## src/rtl/fetch_pkg.sv

```systemverilog
// Shared types and constants for the instruction fetch stage.
// Imported by the fetch queue and the fetch unit top.
package fetch_pkg;

  localparam logic [31:0] RESET_PC_DEF = 32'h0000_0000;
  localparam logic [31:0] WORD_BYTES   = 32'd4;
  localparam int unsigned QDEPTH       = 2;

  typedef enum logic [1:0] {
    IDLE,
    REQ,
    WAIT,
    DROP
  } fetch_state_t;

  typedef struct packed {
    logic [31:0] inst;
    logic [31:0] pc;
  } fq_entry_t;

  function automatic logic [31:0] word_align(input logic [31:0] a);
    return a & ~32'h3;
  endfunction

endpackage

```

## src/rtl/fetch_queue.sv

```systemverilog
// Two-entry prefetch FIFO of {inst, pc}; entry 0 is always the head.
// Flush dominates push and pop.
module fetch_queue
  import fetch_pkg::*;
(
  input  logic        clk,
  input  logic        rst,
  input  logic        push,
  input  logic [31:0] push_inst,
  input  logic [31:0] push_pc,
  input  logic        pop,
  input  logic        flush,
  output logic [31:0] head_inst,
  output logic [31:0] head_pc,
  output logic [1:0]  count
);

  fq_entry_t ent0, ent1, din;
  logic [1:0] cnt;
  logic do_pop, do_push;

  assign din       = '{inst: push_inst, pc: push_pc};
  assign do_pop    = pop && (cnt != 2'd0);
  assign do_push   = push && ((cnt != 2'd2) || do_pop);
  assign head_inst = ent0.inst;
  assign head_pc   = ent0.pc;
  assign count     = cnt;

  always_ff @(posedge clk or negedge rst) begin
    if (!rst) begin
      ent0 <= '0;
      ent1 <= '0;
      cnt  <= '0;
    end else if (flush) begin
      cnt <= '0;
    end else begin
      case ({do_push, do_pop})
        2'b10: begin
          if (cnt == 2'd0) ent0 <= din;
          else ent1 <= din;
          cnt <= cnt + 2'd1;
        end
        2'b01: begin
          ent0 <= ent1;
          cnt  <= cnt - 2'd1;
        end
        2'b11: begin
          // new entry lands behind whatever becomes the head
          if (cnt == 2'd1) begin
            ent0 <= din;
          end else begin
            ent0 <= ent1;
            ent1 <= din;
          end
        end
        default: ;
      endcase
    end
  end

endmodule

```

## src/rtl/instr_fetch_unit.sv

```systemverilog
// Fetch stage: one outstanding imem read, 2-entry prefetch queue,
// redirect flushes the queue and drops any stale response.
module instr_fetch_unit
  import fetch_pkg::*;
#(
  parameter logic [31:0] RESET_PC = RESET_PC_DEF
) (
  input  logic        clk,
  input  logic        rst,
  input  logic        redirect_valid,
  input  logic [31:0] redirect_pc,
  output logic        imem_req,
  output logic [31:0] imem_addr,
  input  logic        imem_ack,
  input  logic        imem_rvalid,
  input  logic [31:0] imem_rdata,
  output logic        inst_valid,
  output logic [31:0] inst,
  output logic [31:0] inst_pc,
  output logic [31:0] inst_pc4,
  input  logic        inst_ready
);

  localparam logic [1:0] QMAX = 2'(QDEPTH);

  fetch_state_t state, state_nxt;
  logic [31:0] fetch_pc, fetch_pc_nxt;
  logic [31:0] req_addr, req_addr_nxt;
  logic [31:0] target, head_pc;
  logic        stale, stale_nxt;
  logic        push, pop, issue_ok;
  logic [1:0]  cnt, cnt_after;

  assign target     = word_align(redirect_pc);
  assign inst_valid = (cnt != 2'd0);
  assign pop        = inst_valid & inst_ready;
  assign push       = (state == WAIT) & imem_rvalid & ~redirect_valid;
  assign cnt_after  = redirect_valid ? 2'd0
                    : cnt + {1'b0, push} - {1'b0, pop};
  assign issue_ok   = (cnt_after < QMAX);

  assign imem_req  = (state == REQ);
  assign imem_addr = req_addr;
  assign inst_pc   = head_pc;
  assign inst_pc4  = inst_valid ? head_pc + WORD_BYTES : '0;

  fetch_queue u_queue (
    .clk       (clk),
    .rst       (rst),
    .push      (push),
    .push_inst (imem_rdata),
    .push_pc   (req_addr),
    .pop       (pop),
    .flush     (redirect_valid),
    .head_inst (inst),
    .head_pc   (head_pc),
    .count     (cnt)
  );

  always_ff @(posedge clk or negedge rst) begin
    if (!rst) begin
      state    <= IDLE;
      fetch_pc <= RESET_PC;
      req_addr <= RESET_PC;
      stale    <= 1'b0;
    end else begin
      state    <= state_nxt;
      fetch_pc <= fetch_pc_nxt;
      req_addr <= req_addr_nxt;
      stale    <= stale_nxt;
    end
  end

  always_comb begin
    state_nxt    = state;
    fetch_pc_nxt = fetch_pc;
    req_addr_nxt = req_addr;
    stale_nxt    = stale;
    unique case (state)
      IDLE: begin
        if (redirect_valid) begin
          fetch_pc_nxt = target;
        end else if (issue_ok) begin
          state_nxt    = REQ;
          req_addr_nxt = fetch_pc;
        end
      end
      REQ: begin
        if (imem_ack) begin
          stale_nxt = 1'b0;
          if (redirect_valid || stale) begin
            state_nxt = DROP;
            if (redirect_valid) fetch_pc_nxt = target;
          end else begin
            state_nxt    = WAIT;
            fetch_pc_nxt = fetch_pc + WORD_BYTES;
          end
        end else if (redirect_valid) begin
          // address must stay put until the memory accepts it
          stale_nxt    = 1'b1;
          fetch_pc_nxt = target;
        end
      end
      WAIT: begin
        if (redirect_valid) begin
          fetch_pc_nxt = target;
          state_nxt    = imem_rvalid ? IDLE : DROP;
        end else if (imem_rvalid) begin
          if (issue_ok) begin
            state_nxt    = REQ;
            req_addr_nxt = fetch_pc;
          end else begin
            state_nxt = IDLE;
          end
        end
      end
      DROP: begin
        if (redirect_valid) fetch_pc_nxt = target;
        if (imem_rvalid) state_nxt = IDLE;
      end
      default: state_nxt = IDLE;
    endcase
  end

endmodule

```

## config.mk

```make
export PLATFORM = sky130hd
export DESIGN_NAME = instr_fetch_unit
export DESIGN_NICKNAME = d
export VERILOG_FILES = /design/src/rtl/fetch_pkg.sv /design/src/rtl/fetch_queue.sv /design/src/rtl/instr_fetch_unit.sv
export SDC_FILE = /design/constraint.sdc
export NUM_CORES = 1
export LEC_CHECK = 0
export ABC_CLOCK_PERIOD_IN_PS = 4500
export CORE_MARGIN = 5
export CORE_UTILIZATION = 55
export CTS_CLUSTER_SIZE = 12
export DETAILED_ROUTE_END_ITERATION = 10
export PLACE_DENSITY = 0.85
export SLEW_MARGIN = 15
export SYNTH_ARGS = -nofsm -noshare
export SYNTH_HDL_FRONTEND = slang
export SYNTH_SLANG_ARGS = --single-unit
```

## constraint.sdc

```tcl
create_clock -name clk -period 4.5 [get_ports clk]
set_input_delay 1.35 -clock clk [delete_from_list [all_inputs] [get_ports clk]]
set_output_delay 1.35 -clock clk [all_outputs]
set_load 0.05 [all_outputs]
```

# Word level (Yosys, flattened, before mapping)
# Index checks and enable logic that the tools add are counted.
# word_totals
input_bits	70
elab_cells	87
register_bits	197
out_inout_bits	130
# op_classes
n_bitwise	4
order_cmp	1
add_sub_neg	6
n_reduce_logical	18
n_mux	31
eq_ne	18
# ops
op	count
32-bit 2-to-1 mux	8
64-bit 2-to-1 mux	4
64-bit one-hot mux with 3 select lines	1
32-bit one-hot mux with 2 select lines	2
64-bit one-hot mux with 2 select lines	1
32-bit by 3-bit adder with 32-bit output (second input constant)	2
2-bit 2-to-1 mux	9
2-bit != test (second input constant)	8
2-bit equality test (second input constant)	4
2-bit one-hot mux with 4 select lines	1
4-bit AND reduction	2
2-bit nonzero test	4
2-bit by 1-bit equality test with 1-bit output (second input constant)	3
3-bit nonzero test	2
5-bit AND reduction	1
2-bit logical NOT	2
1-bit 2-to-1 mux	4
2-bit by 1-bit != test with 1-bit output (second input constant)	2
2-bit one-hot mux with 2 select lines	1
1-bit bitwise AND	3
3-bit != test (second input constant)	1
3-bit AND reduction	1
3-bit OR reduction	1
2-bit by 1-bit adder with 2-bit output	1
8 further kinds	10

# Logic depth before layout (Yosys ltp)
# depth
depth_word	11
ltp_mapped	12
mapped_depth_nobuf	11

# Modules after synthesis
# From an unflattened synthesis, not the netlist that was laid out.
# unflattened
hier_cells	838
hier_area_um2	9581.7
# modules_own_cells
mod	seq_area_each_um2	instances	area_per_inst_um2	cells_each
fetch_queue	3253.1	1	5591.6	436
instr_fetch_unit	1676.6	1	3990.1	402

# Worst setup path after synthesis
# OpenSTA, ideal clock, no wires.
# synth_timing
kind	register to output
from	register u_queue.ent0 (netlist bit u_queue.head_pc[4])
to	output inst_pc4[23]
stages_incl_launch_ff	6
required_time_ns	3.150
path_buffers	1
t_arrival_ns	2.593
setup_slack_ns	0.557
cell_sequence	dfrtp_1 > nand3_1 > or3_1 > clkbuf_1 > or3_1 > a21oi_1
# synth_between
elab_chain_cells	2
# synth_rtl
element	line_no	text
start, declared	fetch_queue.sv:18	fq_entry_t ent0, ent1, din;
start signal, assigned	fetch_queue.sv:39	if (cnt == 2'd0) ent0 <= din;
start signal, assigned	fetch_queue.sv:44	ent0 <= ent1;
start signal, assigned	fetch_queue.sv:50	ent0 <= din;
32-bit by 3-bit adder with 32-bit output	instr_fetch_unit.sv:45	assign inst_pc4 = inst_valid ? head_pc + WORD_BYTES : '0;
32-bit 2-to-1 mux	instr_fetch_unit.sv:45	
end, declared	instr_fetch_unit.sv:20	output logic [31:0] inst_pc4,
# Every way passes these cells.

# Final worst setup path
# layout_timing
from	register u_queue.ent0 (netlist bit u_queue.head_pc[14])
to	output inst_pc4[31]
# The elaborated chain is that of the path after synthesis.

==> summary.txt <==
Global route
  – Largest net degree at the start of global routing: 129
  – First-pass GRT wire length: 39410 microns
  – Vias in the first global route: 7376
  – Initial antenna violation count: 0
  – GRT Total Usage: 24.76%
  – Total grt overflow: 0

STA
  – Pins Over Slew Limit: 0
  – Fmax: 231.1 MHz
  – Final worst-path cycle share: 96.14%
  – Clock skew: 11.81 ps
  – RSZ-0062 raised after global routing: false
  – Slew @ Worst Pin: 843.2 ps
  – Final Hold Viols: 0
  – Final setup viols: 0
  – Minimum clock period after layout: 4326 ps
  – Slew Limit Headroom: 43.78%
  – Fin Setup TNS: 0 ps

Setup path
  – Startpoint Class: register
  – Critical Path RT: 3150 ps
  – FF-to-FF Start: u_queue.count[0]
  – Register-to-Register Path Depth: 12
  – Critical Path End Type: primary output
  – Critical setup path kind: register to primary output
  – Worst EP arrival: 2980 ps
  – RR Endpoint: imem_addr[25]
  – Flop2flop setup slack: 830 ps
  – Worst-path fanout max: 10

Floorplan
  – FP Rows: 47
  – Initial Utilization: 56.33%
  – Die Height: 140.6 microns
  – Placeable Area: 16640 sq um
  – # IOs: 200
  – Die ar.: 19750 sq um
  – Die width: 140.6 microns

Clocking
  – Sink Count: 197
  – CTS clk-pin slew, worst paths: 70 ps
  – Root Driver: clkbuf_16
  – TritonCTS clock tree: yes
  – H-tree lvl count: 4
  – Clock Latency Late Sink: 430 ps
  – TritonCTS Buffers: 17
  – CTS Buffer Depth: 2

Final layout
  – Commonest non-fill, non-tap cell in the layout: dfrtp_1
  – Most frequent cells in the layout: dfrtp_1, clkdlybuf4s50_1, nand2_1
  – Layout cells sized above 1: 15.26%
  – N_diodes: 0
  – P&R area growth vs syn: 30.62%
  – Non-Filler Instances: 1334
  – Filler cells: 1184
  – Final net count: 1177

Yosys
  – Number of enable flip-flop cells after synthesis: 0
  – Seq/Total Area, Yosys: 52.59%
  – Unique masters post-synth: 57
  – Synth warn: 0
  – Area leader, netlist: dfrtp_1
  – #FFs+latches synth: 197
  – Gate Count Post-Synth: 922
  – Prevailing post-synth register cell: dfrtp_1
  – Largest cells by area after synthesis: dfrtp_1, mux2_2, nand2_1, nor2_1, a31oi_1
  – Mapped Area: 9374 sq um
  – Async S/R FF share, synth: 100.0%
  – Synth top area share: 52.59%
  – Synth Area per Inst: 10.17 sq um
  – Syn Nets: 998

Route
  – Drt drc: 0
  – Top Layer Used: met4
  – Final Routed Wirelength: 24250 microns
  – Met1 Wirelength: 10520 microns
  – Vias per Instance: 5.684
  – First DRT Iteration DRCs: 655
  – DR WL met3: 1433 microns
  – Vias: 7582
  – Pre-Repair DR Iteration Count: 5
  – Routed length per instance: 18.18 microns
  – Post-DRT Antenna Nets: 0
  – WL met2: 11800 microns

Placed design
  – I/O Buffers: 197
  – Dpl cells: 1302
  – DP HPWL: 16820 microns
  – GPL Wtd Cong: 0.8969

Power
  – PD cells: 782.1 nW/um^2
  – LEAKAGE: 5.285 nW
  – Worst VDD drop: 0.5718 mV

Hold path
  – Hold Path Class: register to register
  – Hold Path Depth: 1
  – Min-Delay Endpoint: u_queue.ent1[35]
  – Hold Startpoint: u_queue.ent1[35]

Outcome
  – Status: finished clean

Job
  – Max-cap violations: 0
power by group:
part           leakage, nW  switching [mW]  internal (mW)
Clock                0.298           0.676          0.914
Sequential            2.40           0.645           2.43
Combinational         2.58            3.16           1.76
Total                 5.29            4.48           5.10
critical path, stage by stage, from the launching register on:
cell and delay [ps]:
dfrtp_1 450, and4_1 310, nand4_1 390, nor4_2 400, xnor2_1 90, nor2_1 90
clkdlybuf4s50_1 810
final cells by class:
type | instances | area [sq um] | area share, %
Clock buffer | 19 | 452.9 | 3.699
Clock inverter | 13 | 172.7 | 1.410
Inverter | 15 | 56.30 | 0.4598
Multi-Input combinational cell | 655 | 4174 | 34.09
Sequential cell | 197 | 4930 | 40.26
Tap cell | 220 | 275.3 | 2.248
Timing Repair Buffer | 215 | 2183 | 17.83
metrics by stage:
stage	utilization, %	cell area [sq um]	worst slack (ps)	total power, mW	hold slack, ps
2_1_floorplan	-	9374	557.1	6.242	458.4
3_5_place_dp	69.66	11590	315.5	8.027	494.7
6_report	73.57	12240	173.6	9.576	508.7
3_3_place_gp	69.66	11590	379.6	7.905	475.9
4_1_cts	73.42	12220	46.99	9.630	510.7
5_1_grt	73.57	12240	11.61	10.06	520.8
cells in the mapped netlist, types with 8 or more instances:
master / instances
dfrtp_1: 197
nand2_1: 156
nor2_1: 118
mux2_2: 94
a31oi_1: 64
clkbuf_1: 28
buf_2: 22
xnor2_1: 21
o21ai_0: 19
nand3_1: 17
nor3_1: 17
xor2_1: 17
inv_1: 14
a21oi_1: 12
and3_1: 11
nand4_1: 11
a211oi_1: 10
nor2b_1: 10
a311oi_1: 8
routing by layer:
metal  global-route usage (%)  vias up
li1                         -     3565
met1                    34.05     3733
met2                    40.05      244
met3                    4.874       40
met4                    7.547        0
met5                        0        -
state kept, by name, summed over array words and instances (netlist names):
| name | flops |
|---|---|
| u_queue.count | 2 |
| stale | 1 |
| imem_addr | 32 |
| u_queue.head_inst | 32 |
| u_queue.ent1 | 64 |
| fetch_pc | 32 |
| state | 2 |
| u_queue.head_pc | 32 |
cell families after synthesis:
family,share of synthesized area (%)
AO/OA/AOI/OAI,9.317
XOR/XNOR,3.550
adder cells (fa/ha/maj),0.8008
buffers and inverters,3.337
flip-flops,52.59
multiplexers,11.99
AND/OR/NAND/NOR,18.42
worst max path at each step:
stage                     depth (start not counted)       endpoint  slack, ps                start
final                                             6   inst_pc4[31]        170  u_queue.head_pc[14]
after global routing                              6   inst_pc4[31]         10  u_queue.head_pc[14]
after CTS                                         5   inst_pc4[15]         50   u_queue.head_pc[4]
after detailed placement                         10  imem_addr[25]        320           inst_ready
after global placement                           10  imem_addr[26]        380           inst_ready
after floorplan                                   5   inst_pc4[23]        560   u_queue.head_pc[4]
repair_timing:
action,CTS,global route
setup buffers,0,0
endpoints found under the setup margin,0,8
gates resized for setup,0,9
hold buffers,0,0
Power figures use the tool's default switching activity.
